==> src/rtl/quad_decoder.sv <==
// Quadrature encoder decoder: synchronises and debounces channels A/B on
// strobe cycles, decodes Gray-code transitions into step/dir pulses and
// maintains a wrapping position counter.
module quad_decoder #(
    parameter int WIDTH    = 8,
    parameter int DEBOUNCE = 3
) (
    input  logic             clk,
    input  logic             reset,
    input  logic             strobe,
    input  logic             a,
    input  logic             b,
    output logic [WIDTH-1:0] value,
    output logic             step,
    output logic             dir,
    output logic             error
);

    localparam int CW = $clog2(DEBOUNCE + 1);
    localparam logic [CW-1:0] DEB_L = CW'(DEBOUNCE);

    // Channel bit 1 is A, bit 0 is B, so a 2-bit vector reads as {A,B}.
    logic [1:0]          sync1_q, sync1_d;
    logic [1:0]          sync2_q, sync2_d;
    logic [1:0]          s_q, s_d;
    logic [1:0][CW-1:0]  cnt_q, cnt_d;
    logic                primed_q, primed_d;
    logic [WIDTH-1:0]    value_q, value_d;
    logic                step_q, step_d;
    logic                dir_q, dir_d;
    logic                error_q, error_d;
    logic                up;

    // Position of a state along the up sequence 00->01->11->10.
    function automatic logic [1:0] gray_pos(input logic [1:0] s);
        return {s[1], s[1] ^ s[0]};
    endfunction

    // Next-state logic: synchroniser shift, per-channel debounce, decode.
    always_comb begin
        sync1_d  = {a, b};
        sync2_d  = sync1_q;
        s_d      = s_q;
        cnt_d    = cnt_q;
        primed_d = primed_q;
        value_d  = value_q;
        dir_d    = dir_q;
        step_d   = 1'b0;
        error_d  = 1'b0;
        up       = 1'b0;

        if (strobe) begin
            for (int unsigned i = 0; i < 2; i++) begin
                if (sync2_q[i] != s_q[i]) begin
                    if (cnt_q[i] + CW'(1) == DEB_L) begin
                        s_d[i]   = sync2_q[i];
                        cnt_d[i] = '0;
                    end else begin
                        cnt_d[i] = cnt_q[i] + CW'(1);
                    end
                end else begin
                    cnt_d[i] = '0;
                end
            end

            // Encoder already resting at the stable level: nothing to adopt.
            if (sync2_q == s_q) begin
                primed_d = 1'b1;
            end

            if (s_d != s_q) begin
                primed_d = 1'b1;
                // The first accepted level after reset is adopted silently.
                if (primed_q) begin
                    if ((s_d ^ s_q) == 2'b11) begin
                        error_d = 1'b1;
                    end else begin
                        up      = (gray_pos(s_d) == gray_pos(s_q) + 2'd1);
                        step_d  = 1'b1;
                        dir_d   = up;
                        value_d = up ? value_q + WIDTH'(1) : value_q - WIDTH'(1);
                    end
                end
            end
        end
    end

    // State registers with synchronous active-high reset.
    always_ff @(posedge clk) begin
        if (reset) begin
            sync1_q  <= '0;
            sync2_q  <= '0;
            s_q      <= '0;
            cnt_q    <= '0;
            primed_q <= 1'b0;
            value_q  <= '0;
            step_q   <= 1'b0;
            dir_q    <= 1'b0;
            error_q  <= 1'b0;
        end else begin
            sync1_q  <= sync1_d;
            sync2_q  <= sync2_d;
            s_q      <= s_d;
            cnt_q    <= cnt_d;
            primed_q <= primed_d;
            value_q  <= value_d;
            step_q   <= step_d;
            dir_q    <= dir_d;
            error_q  <= error_d;
        end
    end

    assign value = value_q;
    assign step  = step_q;
    assign dir   = dir_q;
    assign error = error_q;

endmodule

==> config.mk <==
export PLATFORM = sky130hd
export DESIGN_NAME = quad_decoder
export DESIGN_NICKNAME = d
export VERILOG_FILES = /design/src/rtl/quad_decoder.sv
export SDC_FILE = /design/constraint.sdc
export NUM_CORES = 1
export LEC_CHECK = 0
export ABC_AREA = 0
export BUFFER_PORTS_ARGS = -buffer_cell sky130_fd_sc_hd__buf_2
export CORE_MARGIN = 3
export CORE_UTILIZATION = 35
export CTS_CLUSTER_DIAMETER = 150
export DETAILED_ROUTE_END_ITERATION = 7
export GPL_TIMING_DRIVEN = 1
export PLACE_DENSITY = 0.52
export REMOVE_ABC_BUFFERS = 1
export SLEW_MARGIN = 20
export SYNTH_ARGS = -nofsm -noshare
export SYNTH_HDL_FRONTEND = slang
export SYNTH_SLANG_ARGS = --single-unit
==> constraint.sdc <==
create_clock -name clk -period 3.8 [get_ports clk]
set_input_delay 0.76 -clock clk [delete_from_list [all_inputs] [get_ports clk]]
set_output_delay 0.76 -clock clk [all_outputs]
set_load 0.005 [all_outputs]
==> results of run 1 <==
[per-stage QoR]
stage,hold WS [ns],utilization (%),power (µW),worst slack [ns],std cells
after floorplan,0.414,-,248,0.842,116
after global placement,0.423,42.8,256,0.667,173
after detailed placement,0.429,42.8,256,0.577,173
after CTS,0.459,44.1,387,0.556,177
after global routing,0.465,44.1,402,0.417,177
final,0.453,44.1,378,0.562,177
[cell type report]
class / instances / area, µm²
repair buffers: 15 / 75.1
clock buffers: 4 / 36.3
fillers: 306 / 1620
inverters: 1 / 3.75
well taps: 42 / 52.6
multi-input cells: 93 / 671
flip-flops and latches: 22 / 440
[routing by layer]
layer  GRT usage, %  wire length (µm)  up-vias
met5              0                 0        -
met4           5.79                16        0
met3           2.88                83        2
met2           17.3               882       15
met1           14.1               987      369
li1               -                 -      448
[cell usage after synthesis]
master    number
o211ai_1       1
nand3_1        6
xnor2_2        1
a21o_1         3
mux2_2         1
nand2_1        8
clkbuf_1       3
ha_1           6
xnor2_1        6
nor3b_1        1
mux2_4         1
o31a_1         1
o21ai_0        2
nand2_2        2
inv_1          1
nor3_1         1
a211oi_1       1
fa_1           1
nor2b_1        6
a31oi_1        1
nor2b_2        1
a41o_1         1
and2b_2        1
o21bai_1       1
a21oi_1       11
nor2_1        10
a221o_1        1
and3_4         1
mux2i_1        5
nor4_1         1
nand3b_1       1
nand2b_1       3
and2_4         1
xor2_1         4
nor2_4         1
o21ai_2        1
dfxtp_1       22
[worst max path at each step]
stage	startpoint	endpoint	slack, ns	depth (start not counted)
5_1_grt	cnt_q[3]	value[7]	0.42	11
3_5_place_dp	cnt_q[3]	value[7]	0.58	11
3_3_place_gp	cnt_q[3]	value[7]	0.67	11
2_1_floorplan	cnt_q[3]	value[7]	0.84	11
6_report	cnt_q[3]	value[7]	0.56	11
4_1_cts	cnt_q[3]	value[7]	0.56	11
[logic make-up after synthesis]
group | Yosys count
AOI/OAI and AO/OA | 24
buffers and inverters | 4
and+or+nand+nor | 44
xor gates and xnor gates | 11
muxes | 7
DFF | 22
adders and majority gates | 7
[state kept, by name (all words and copies together), names as in the netlist]
| name | flops |
|---|---|
| s_q | 2 |
| value | 8 |
| step | 1 |
| sync2_q | 2 |
| sync1_q | 2 |
| error | 1 |
| dir | 1 |
| cnt_q | 4 |
| primed_q | 1 |
[where the power goes]
part	total (µW)	internal [µW]	switching (µW)
clock network	128	58.4	69.2
logic	14.8	5.44	9.35
registers	236	234	1.99
==> impl_metrics.yaml, run 1 <==
critical_path:
  cp-end-kind: "flop"
  crit_path_top_delay_cell: "ha_1"
  required_ns: 4.01
  cp_data_arrival_time_ns: 3.45
  rr_endpoint: "value[7]"
  r2r_cells: 11
  worst_setup_path_start_kind: "flop"
  reg2reg_slack_ns: 0.56
  crit-reg2reg-launch: "cnt_q[3]"
  slowest_delay_ns: 0.43
  crit_family: "compound AO/OA/AOI/OAI gates"
  path_buf_inv: 0
  critical_path_class: "flop to flop"
  cp_max_fo: 8
  path_cells: "nor2b_2 > mux2i_1 > xor2_1 > nand2_1 > ha_1 > a21o_1 > a221o_1 > a41o_1 > and3_4 > o21ai_2 > mux2_4"
global_routing:
  grt-ovfl-total: 0
  grt_use_total_pct: 11.1
  grt_pass1_vias: 782
  antenna_found_initial: 0
  grt_max_degree: 24
  grt_pass1_wl_um: 3440
timing:
  worst_pin_slew_ns: 0.398
  slew_headroom_pct: 73.5
  timing.fmax_mhz: 309
  rsz0062_at_grt: "false"
  period_needed_ns: 3.24
  fin_setup_tns_ns: 0
  slew_violations: 0
  hold_viol_final: 0
  finalSetupViolCount: 0
  skew_ns: 0.0104
  period_share_pct: 85.2
clock_tree:
  clock_latency_ns: 0.31
  root_buffer: "clkbuf_4"
  cts_buffer_depth: 2
  numCtsBuffers: 3
  cts_setup_buffers: 0
  clk_pin_slew_worst_paths_ns: 0.12
  cts_sinks: 22
  cts_tree: "done"
  cts_resized: 0
  htree_levels: 1
  cts-hold-fix-buffers: 0
logic_synthesis:
  synth_xor_area_share_pct: 9.22
  netlist_top_cells_area: "dfxtp_1, ha_1, a21oi_1, xnor2_1, mux2i_1"
  synthDistinctLibCells: 37
  synth_top_area_share_pct: 39.1
  post_synth.cell_area_avg_um2: 9.46
  syn-cell-area_mm2: 0.00113
  synth_compound_area_share_pct: 13.7
  synth.mux.area_fraction_pct: 6.78
  yosys.area_share.simple_pct: 21.4
  synth_top_family_by_area: "simple AND/OR/NAND/NOR gates"
  yosysWarnings: 0
  yosys.area.top_type: "dfxtp_1"
  ys_seq_elements: 22
  syn_inst: 119
  seq_area_frac_synth_pct: 39.1
  synth_fa_ha_area_share_pct: 8.44
routing:
  wl_um: 1970
  vias: 834
  wl_per_cell_um: 11.1
  drt_iter0_markers: 19
  viasPerCell: 4.71
  antenna_left: 0
  drc_errors: 0
  firstDrtPassIters: 4
floorplan:
  fp-row-count: 19
  pin_count: 16
  die_h_um: 62.7
  start_util_pct: 38.8
  coreArea_mm2: 0.00290
  die_area_mm2: 0.00393
  die_x_um: 62.7
hold_path:
  min_path_type: "flop to flop"
  hp-start: "sync1_q[1]"
  min_path_cells: 1
  worstHoldEndpoint: "sync2_q[1]"
flow_run:
  maxCapViolations: 0
final_layout:
  antennaDiodeCount: 0
  finish.instance_area_mm2: 0.00128
  area_delta_synth_final_pct: 13.6
  most-common-layout-cells: "dfxtp_1, buf_2, a21oi_1, nor2_1, nand2_1"
  final_common_cell: "dfxtp_1"
  final_nets: 148
  layout-drive-gt1-share_pct: 22.2
place:
  place_area_mm2: 0.00124
  hpwl_um: 1440
  gp_congestion: 0.782
  io_buffers: 15
power_and_ir_drop:
  vdd_drop_max_uv: 138
  p_per_area_mw_per_mm2: 296
  p_leak_uw: 0.000536
status:
  status: "completed"
(Power assumes the default switching activity.)
==> run 2: changes to the inputs <==
BUFFER_PORTS_ARGS = -buffer_cell sky130_fd_sc_hd__buf_4   (was -buffer_cell sky130_fd_sc_hd__buf_2)
==> run 2 against run 1 <==
  * First-iteration DRC count grew 68%
  * Highest routed layer unchanged
  * Critical path depth unchanged
  * Clock power about the same
  * Non-clock buffer count stayed put
==> impl_metrics.yaml, run 2 (synthesis gave the netlist of run 1 again) <==
final_layout:
  fin_cells: 177
  layout-drive-gt1-share_pct: 22.2
  largest_reg_flops: 8
  final_nets: 148
  final_common_cell: "dfxtp_1"
  antennaDiodeCount: 0
  area_delta_synth_final_pct: 16.9
  most-common-layout-cells: "dfxtp_1, buf_4, a21oi_1, nor2_1, nand2_1"
clock_tree:
  cts-hold-fix-buffers: 0
  clock_latency_ns: 0.30
  cts_setup_buffers: 0
  cts_buffer_depth: 2
  cts_sinks: 22
  clk_pin_slew_worst_paths_ns: 0.12
  htree_levels: 1
  cts_tree: "done"
  root_buffer: "clkbuf_4"
  numCtsBuffers: 3
  cts_resized: 0
floorplan:
  fp-row-count: 19
  die_h_um: 62.7
  coreArea_mm2: 0.00290
  pin_count: 16
  die_x_um: 62.7
  start_util_pct: 38.8
  die_area_mm2: 0.00393
critical_path:
  cp-end-kind: "flop"
  endpoint: "value[7]"
  slowest_delay_ns: 0.43
  required_ns: 4.00
  r2r_cells: 11
  worst_setup_path_start_kind: "flop"
  critPathLaunch: "cnt_q[3]"
  critical_path_class: "flop to flop"
  path_cells: "nor2b_2 > mux2i_1 > xor2_1 > nand2_1 > ha_1 > a21o_1 > a221o_1 > a41o_1 > and3_4 > o21ai_2 > mux2_4"
  rr_endpoint: "value[7]"
  crit-reg2reg-launch: "cnt_q[3]"
  cp_max_fo: 8
  crit_path_top_delay_cell: "ha_1"
  reg2reg_slack_ns: 0.54
  cp_data_arrival_time_ns: 3.46
routing:
  wl_um: 1900
  wl_per_cell_um: 10.7
  vias: 831
  viasPerCell: 4.69
  firstDrtPassIters: 4
  drc_errors: 0
  antenna_left: 0
  drt_iter0_markers: 32
timing:
  period_share_pct: 85.7
  skew_ns: 0.00442
  finalSetupViolCount: 0
  period_needed_ns: 3.26
  slew_headroom_pct: 75.7
  worst_pin_slew_ns: 0.363
  slew_violations: 0
  hold_viol_final: 0
  timing.fmax_mhz: 307
  fin_setup_tns_ns: 0
  rsz0062_at_grt: "false"
hold_path:
  min_path_cells: 1
  min_path_type: "flop to flop"
place:
  hpwl_um: 1390
  dp_cells: 173
  gp_congestion: 0.752
  io_buffers: 15
global_routing:
  grtUsageMet1_pct: 14.2
  grt_pass1_vias: 740
  grt_pass1_wl_um: 3330
  grt_max_degree: 24
  antenna_found_initial: 0
  grt_use_total_pct: 10.4
  grt_use_met2_pct: 15.7
  grt_use_met3_pct: 3.78
  grt-ovfl-total: 0
  grt.busiest_layer: "met2"
status:
  status: "completed"
flow_run:
  maxCapViolations: 0
power_and_ir_drop:
  p_per_area_mw_per_mm2: 288
  vdd_drop_max_uv: 209
  p_leak_uw: 0.000538
## run 2: cell types whose count changed in the layout (fill, tap and decap cells not counted)
| cell | delta |
|---|---|
| buf_4 | +15 |
| buf_2 | -15 |
## run 2: worst min-delay path by stage
| stage | startpoint | endpoint | slack [ns] |
|---|---|---|---|
| 2_1_floorplan | sync1_q[0] | sync2_q[0] | 0.41 |
| 3_3_place_gp | sync1_q[1] | sync2_q[1] | 0.42 |
| 3_5_place_dp | sync1_q[0] | sync2_q[0] | 0.42 |
| 4_1_cts | sync1_q[0] | sync2_q[0] | 0.45 |
| 5_1_grt | sync1_q[0] | sync2_q[0] | 0.46 |
| 6_report | sync1_q[0] | sync2_q[0] | 0.45 |
## run 2: metal layers
metal / share of wire, % / up-vias / routed length (µm)
li1: - / 447 / -
met1: 52 / 370 / 987
met2: 43 / 12 / 821
met3: 3.8 / 2 / 72
met4: 1.0 / 0 / 19
met5: 0 / - / 0
## run 2: layout make-up
type | instances | area (µm²)
Inverter | 1 | 3.75
Tap cell | 42 | 52.6
Fill cell | 296 | 1580
Sequential cell | 22 | 440
Clock buffer | 4 | 36.3
Timing Repair Buffer | 15 | 113
Multi-Input combinational cell | 93 | 671
## run 2: worst max-delay path: cells and delay by family, from the launching register on
kind	cells	cell delay, ns
simple gates	3	0.71
compound gates	4	0.84
flops	1	0.38
fa+ha+maj	1	0.43
mux	2	0.56
xor+xnor	1	0.25
## run 2: where the power goes
group	internal, µW	switching (µW)
combinational	6.66	9.67
sequential	234	1.95
clock	58.4	68.5
## run 2: metrics by stage
stage | area, µm² | setup slack [ns] | power, µW | util, % | hold slack, ns
6_report | 1320 | 0.542 | 379 | 45.4 | 0.448
5_1_grt | 1320 | 0.294 | 399 | 45.4 | 0.460
3_5_place_dp | 1280 | 0.556 | 257 | 44.1 | 0.423
4_1_cts | 1320 | 0.521 | 387 | 45.4 | 0.452
2_1_floorplan | 1110 | 0.842 | 248 | - | 0.414
3_3_place_gp | 1280 | 0.666 | 257 | 44.1 | 0.423
